[config.mk]
export PLATFORM = sky130hd
export DESIGN_NAME = systolic_feeder
export DESIGN_NICKNAME = d
export VERILOG_FILES = /design/src/rtl/systolic_feeder.sv
export SDC_FILE = /design/constraint.sdc
export NUM_CORES = 2
export LEC_CHECK = 0
export ABC_AREA = 1
export CELL_PAD_IN_SITES_DETAIL_PLACEMENT = 0
export CELL_PAD_IN_SITES_GLOBAL_PLACEMENT = 1
export CORE_MARGIN = 3
export CORE_UTILIZATION = 51
export DETAILED_ROUTE_END_ITERATION = 8
export GPL_ROUTABILITY_DRIVEN = 0
export PLACE_DENSITY_LB_ADDON = 0.15
export SYNTH_ARGS = -nofsm -noshare
export SYNTH_HDL_FRONTEND = slang
export SYNTH_SLANG_ARGS = --single-unit
[constraint.sdc]
create_clock -name clk -period 135.4 [get_ports clk]
set_input_delay 27.08 -clock clk [delete_from_list [all_inputs] [get_ports clk]]
set_output_delay 27.08 -clock clk [all_outputs]
set_load 0.02 [all_outputs]
[src/rtl/systolic_feeder.sv]
// Streams K beats from operand BRAMs A and B into an N-lane systolic array.
// Lane i is diagonally skewed by i cycles and tagged with valid/first/last.
module systolic_feeder #(
    parameter int BEAT_W   = 128,
    parameter int ELEM_W   = 8,
    parameter int BRAM_AW  = 8,
    parameter int LENGTH_W = 8
) (
    input  logic                          clk,
    input  logic                          rst,
    input  logic                          start,
    input  logic [LENGTH_W-1:0]           k_len,
    output logic                          busy,
    output logic                          done,
    output logic [BRAM_AW-1:0]            bram_a_addr,
    output logic                          bram_a_en,
    input  logic [BEAT_W-1:0]             bram_a_rdata,
    output logic [BRAM_AW-1:0]            bram_b_addr,
    output logic                          bram_b_en,
    input  logic [BEAT_W-1:0]             bram_b_rdata,
    input  logic                          array_ready,
    output logic [BEAT_W-1:0]             a_data,
    output logic [BEAT_W-1:0]             b_data,
    output logic [BEAT_W/ELEM_W-1:0]      lane_valid,
    output logic [BEAT_W/ELEM_W-1:0]      lane_first,
    output logic [BEAT_W/ELEM_W-1:0]      lane_last
);
    localparam int N     = BEAT_W / ELEM_W;
    localparam int CNT_W = $clog2(N + 1);

    if (LENGTH_W > BRAM_AW) begin : g_len_check
        $fatal(1, "systolic_feeder: LENGTH_W must not exceed BRAM_AW");
    end

    typedef enum logic [1:0] {IDLE, FEED, DRAIN, DONE} state_t;

    state_t              state, state_next;
    logic [LENGTH_W-1:0] k_reg;
    logic [BRAM_AW-1:0]  addr;
    logic [BRAM_AW-1:0]  last_addr;
    logic [CNT_W-1:0]    drain_cnt;
    logic                issue;
    logic                tag_v, tag_f, tag_l;

    assign last_addr   = BRAM_AW'(k_reg) - BRAM_AW'(1);
    assign bram_a_addr = addr;
    assign bram_b_addr = addr;
    assign bram_a_en   = issue;
    assign bram_b_en   = issue;

    always_ff @(posedge clk) begin
        if (rst) state <= IDLE;
        else     state <= state_next;
    end

    always_comb begin
        state_next = state;
        issue      = 1'b0;
        busy       = 1'b0;
        done       = 1'b0;
        case (state)
            IDLE: begin
                if (start) state_next = (k_len == '0) ? DONE : FEED;
            end
            FEED: begin
                busy = 1'b1;
                if (array_ready) begin
                    issue = 1'b1;
                    if (addr == last_addr) state_next = DRAIN;
                end
            end
            DRAIN: begin
                busy = 1'b1;
                if (array_ready && drain_cnt == '0) state_next = DONE;
            end
            DONE: begin
                done       = 1'b1;
                state_next = IDLE;
            end
            default: state_next = IDLE;
        endcase
    end

    // Drain covers one BRAM latency cycle plus N skew stages.
    always_ff @(posedge clk) begin
        if (rst) begin
            k_reg     <= '0;
            addr      <= '0;
            drain_cnt <= '0;
            tag_v     <= 1'b0;
            tag_f     <= 1'b0;
            tag_l     <= 1'b0;
        end else begin
            if (state == IDLE && start) begin
                k_reg <= k_len;
                addr  <= '0;
            end
            if (issue) addr <= addr + BRAM_AW'(1);
            if (state == FEED && state_next == DRAIN)
                drain_cnt <= CNT_W'(N);
            else if (state == DRAIN && array_ready && drain_cnt != '0)
                drain_cnt <= drain_cnt - CNT_W'(1);
            if (array_ready) begin
                tag_v <= issue;
                tag_f <= issue && (addr == '0);
                tag_l <= issue && (addr == last_addr);
            end
        end
    end

    for (genvar i = 0; i < N; i++) begin : g_lane
        logic [ELEM_W-1:0] a_sr [i+1];
        logic [ELEM_W-1:0] b_sr [i+1];
        logic [i:0]        v_sr, f_sr, l_sr;

        always_ff @(posedge clk) begin
            if (rst) begin
                for (int j = 0; j <= i; j++) begin
                    a_sr[j] <= '0;
                    b_sr[j] <= '0;
                end
                v_sr <= '0;
                f_sr <= '0;
                l_sr <= '0;
            end else if (array_ready) begin
                a_sr[0] <= tag_v ? bram_a_rdata[i*ELEM_W +: ELEM_W] : '0;
                b_sr[0] <= tag_v ? bram_b_rdata[i*ELEM_W +: ELEM_W] : '0;
                v_sr[0] <= tag_v;
                f_sr[0] <= tag_f;
                l_sr[0] <= tag_l;
                for (int j = 1; j <= i; j++) begin
                    a_sr[j] <= a_sr[j-1];
                    b_sr[j] <= b_sr[j-1];
                    v_sr[j] <= v_sr[j-1];
                    f_sr[j] <= f_sr[j-1];
                    l_sr[j] <= l_sr[j-1];
                end
            end
        end

        assign a_data[i*ELEM_W +: ELEM_W] = a_sr[i];
        assign b_data[i*ELEM_W +: ELEM_W] = b_sr[i];
        assign lane_valid[i]              = v_sr[i];
        assign lane_first[i]              = f_sr[i];
        assign lane_last[i]               = l_sr[i];
    end
endmodule

==> metrics <==
Hold Startpoint tag_f; Net Sw Power roughly 0.32 mW; DIE WIDTH 419 um; Critical Path AT 28.58 ns; final core utilization 59.8%; post-CTS setup repair buffer count 0; first drt pass iteration count 5; RSZ-0062 raised after global routing no; pre-CTS setup slack 79.74 ns; die height 419 um; Syn-to-layout area delta 15.9%; Comb pwr share 6.1%; Synth Cell Area 86,900 um2; # nets final 8,037; top cells by area, synth edfxtp_1 (75%), inv_1 (9.7%), nor2_1 (9.5%); PD cells between 10 and 15 nW/um2; CP Class in2out; worst min-delay path class reg2reg; Mapped Cells 7,298; Largest stage delay, worst path a little over 0.6 ns; clk root buf clkbuf_16; site row count 150; worst setup margin around 80 ns; switching portion of total power between 20% and 30%; number of port buffers slightly below 600; slowest cell on the critical path clkdlybuf4s50_1; number of global-route vias before repair 42,030; CP most frequent cell clkdlybuf4s50_1; Leak around 41 nW; status completed; Pint 1.18 mW; hold depth 2; vias per inst 4.29; Detailed Route Iter0 Violations 3,286; Max clock buf depth 3; H-tree depth 4; hold slack 0.471 ns; Seq/Total Area, Yosys 76.9%; R2R Setup Slk 132.81 ns; total core area 168,000 um2; Post-Syn Area per Cell about 12 um2; fmax 0.0180 GHz; final setup fails 0; GRT Overall Usage approximately 15%; Compound-Gate Fraction of Synth Area 0.594%; post-synthesis adder-cell area fraction 0.130%; maximum vdd drop 0.0000131 V; max-slew violation count 0; Synth area leader edfxtp_1; Hold Vio Cnt, Final 0; Largest regs g_lane.a_sr: 1088 flops, g_lane.b_sr: 1088 flops; post-DP HPWL around 76,000 um; Hold Crit Endpoint g_lane[1].f_sr[0]; die area 175,000 um2; Final Cycle Share 41.1%; final WL 133,000 um; Worst R2R End g_lane[13].a_sr[0][2]; Worst Setup Start Kind input port; Clk pin slew, worst setup/hold paths roughly 0.060 ns; Tightest Pin Transition between 1 and 1.5 ns; crit path cell chain clkdlybuf4s50_1, nand2_2, inv_2, clkdlybuf4s50_1; first-pass GRT wire length 215,000 um; Simple-Gate Fraction of Synth Area about a tenth; DRC viols 0; clock sinks 2,250; Crit Path Max Fanout 6; Synth Area in XOR/XNOR 0.0705%; crit end category output pin; largest net degree at the start of global routing 195; setup_tns 0 ns; Yosys cell types 31; DR vias 43,628; Data required, critical path around 110 ns; Post-CTS Hold Fix Bufs 0; CTS Buf Count 225; Top delay family on crit path buffers and inverters; drt wl/cell approximately 13 um; Post-DRT Antenna Nets 0; R2R depth 4; Net Count, Synth 7,575; post-route minimum period 55.66 ns; initial antenna violation count 11; register bit total from synthesis 2,250; CTS tree done; combinational family with the most area after synthesis buffers and inverters; share of cells above drive strength 1 4.74%; Synthesis Warnings 0; GRT Residual Overflow 0; area fraction of the dominant cell type after synthesis 75.2%; Buf/Inv on CP 3; Layout Skew 0.0231 ns; clk_lat worst skew 0.82 ns; # IOs 592; Initial Util 51.6%; slew margin rel. 28.0%; Clk network pwr share 38.9%; post-synthesis mux area share 0%; Seq pwr share 55.0%; PostCTS Resize Cnt 0; maxcap violations 0; Critical R2R Launch tag_v
worst max path at each step:
stage / startpoint / slack (ns) / cells past startpoint / end
after detailed placement: array_ready / 79.74 / 4 / bram_a_en
after global placement: array_ready / 79.76 / 4 / bram_a_en
after global routing: array_ready / 79.66 / 4 / bram_a_en
after floorplan: rst / 45.79 / 4 / g_lane[0].a_sr[0][0]
final: array_ready / 79.74 / 4 / bram_a_en
after CTS: array_ready / 79.74 / 4 / bram_a_en
synth_stat cells:
master    instances
a211o_1           1
a211oi_1          2
a21oi_1          13
a21oi_2           2
a221oi_1          1
a31oi_1           1
buf_1            14
buf_2           168
buf_4           148
clkbuf_1         72
dfxtp_1          74
edfxtp_1       2176
ha_1              9
inv_1          2258
inv_2             4
nand2_1          47
nand2_2           3
nand3_1          16
nand3_2           3
nand4_1           2
nor2_1         2201
nor2_2            4
nor3_1            4
nor4_1            2
nor4_4            1
o21ai_0          16
o221a_2           1
o22ai_1          47
o311a_1           1
xnor2_1           4
xor2_1            3
cell usage in the layout, fill, tap and decap left out, types with 3 or more instances in the layout:
cell             count
inv_1             2258
nor2_1            2201
edfxtp_1          2176
clkdlybuf4s50_1    590
clkbuf_16          229
dfxtp_1             74
clkbuf_1            62
clkinv_2            49
o22ai_1             47
nand2_1             45
clkinv_1            42
buf_4               40
nand3_1             16
o21ai_0             16
a21oi_1             13
bufinv_16           11
ha_1                 9
diode_2              8
inv_6                6
buf_12               6
clkbuf_8             5
nor3_1               4
nor2_2               4
xnor2_1              4
nand2_2              3
inv_2                3
xor2_1               3
nand3_2              3
clkinv_8             3
cell families after synthesis:
family / after synthesis
buffers and inverters: 2664
and+or+nand+nor: 2283
DFF: 2250
AOI/OAI and AO/OA: 85
adders and majority gates: 9
xor gates and xnor gates: 7
final cells by class:
cell class,count,area (um2)
Fill cell,13587,67600
Antenna cell,8,20.0
Sequential cell,2250,66800
Multi-Input combinational cell,2384,9360
Tap cell,2204,2760
Inverter,2262,8500
Clock buffer,298,6040
Clock inverter,116,897
Timing Repair Buffer,637,6340
layer usage:
layer	GRT usage (%)	part of all wire, %	vias to the layer above
met1	19.8	44	19846
met3	3.16	4.7	243
met4	6.05	3.2	0
met2	25.1	48	719
li1	-	-	22820
met5	0	0	-
per-stage QoR:
stage / cells / total power, mW / instance area [um2]
after floorplan: 7298 / 0.977 / 86900
after global placement: 9737 / 0.927 / 93800
after detailed placement: 9737 / 0.929 / 93800
after CTS: 10151 / 1.52 / 101000
after global routing: 10158 / 1.56 / 101000
final: 10159 / 1.49 / 101000
power by group through the flow:
| stage | clock (mW) | combinational (mW) | sequential (mW) |
|---|---|---|---|
| after detailed placement | 0 | 0.0924 | 0.837 |
| after global placement | 0 | 0.0914 | 0.836 |
| after CTS | 0.602 | 0.0929 | 0.822 |
| after global routing | 0.631 | 0.103 | 0.826 |
| after floorplan | 0 | 0.0581 | 0.919 |
| final | 0.582 | 0.0907 | 0.822 |
worst reg2reg max path: stages (launching register included):
cell	delay (ns)
dfxtp_1	0.34
nand2_4	0.29
buf_4	0.58
buf_4	0.80
nor2_1	0.30
Power figures use the tool's default switching activity.
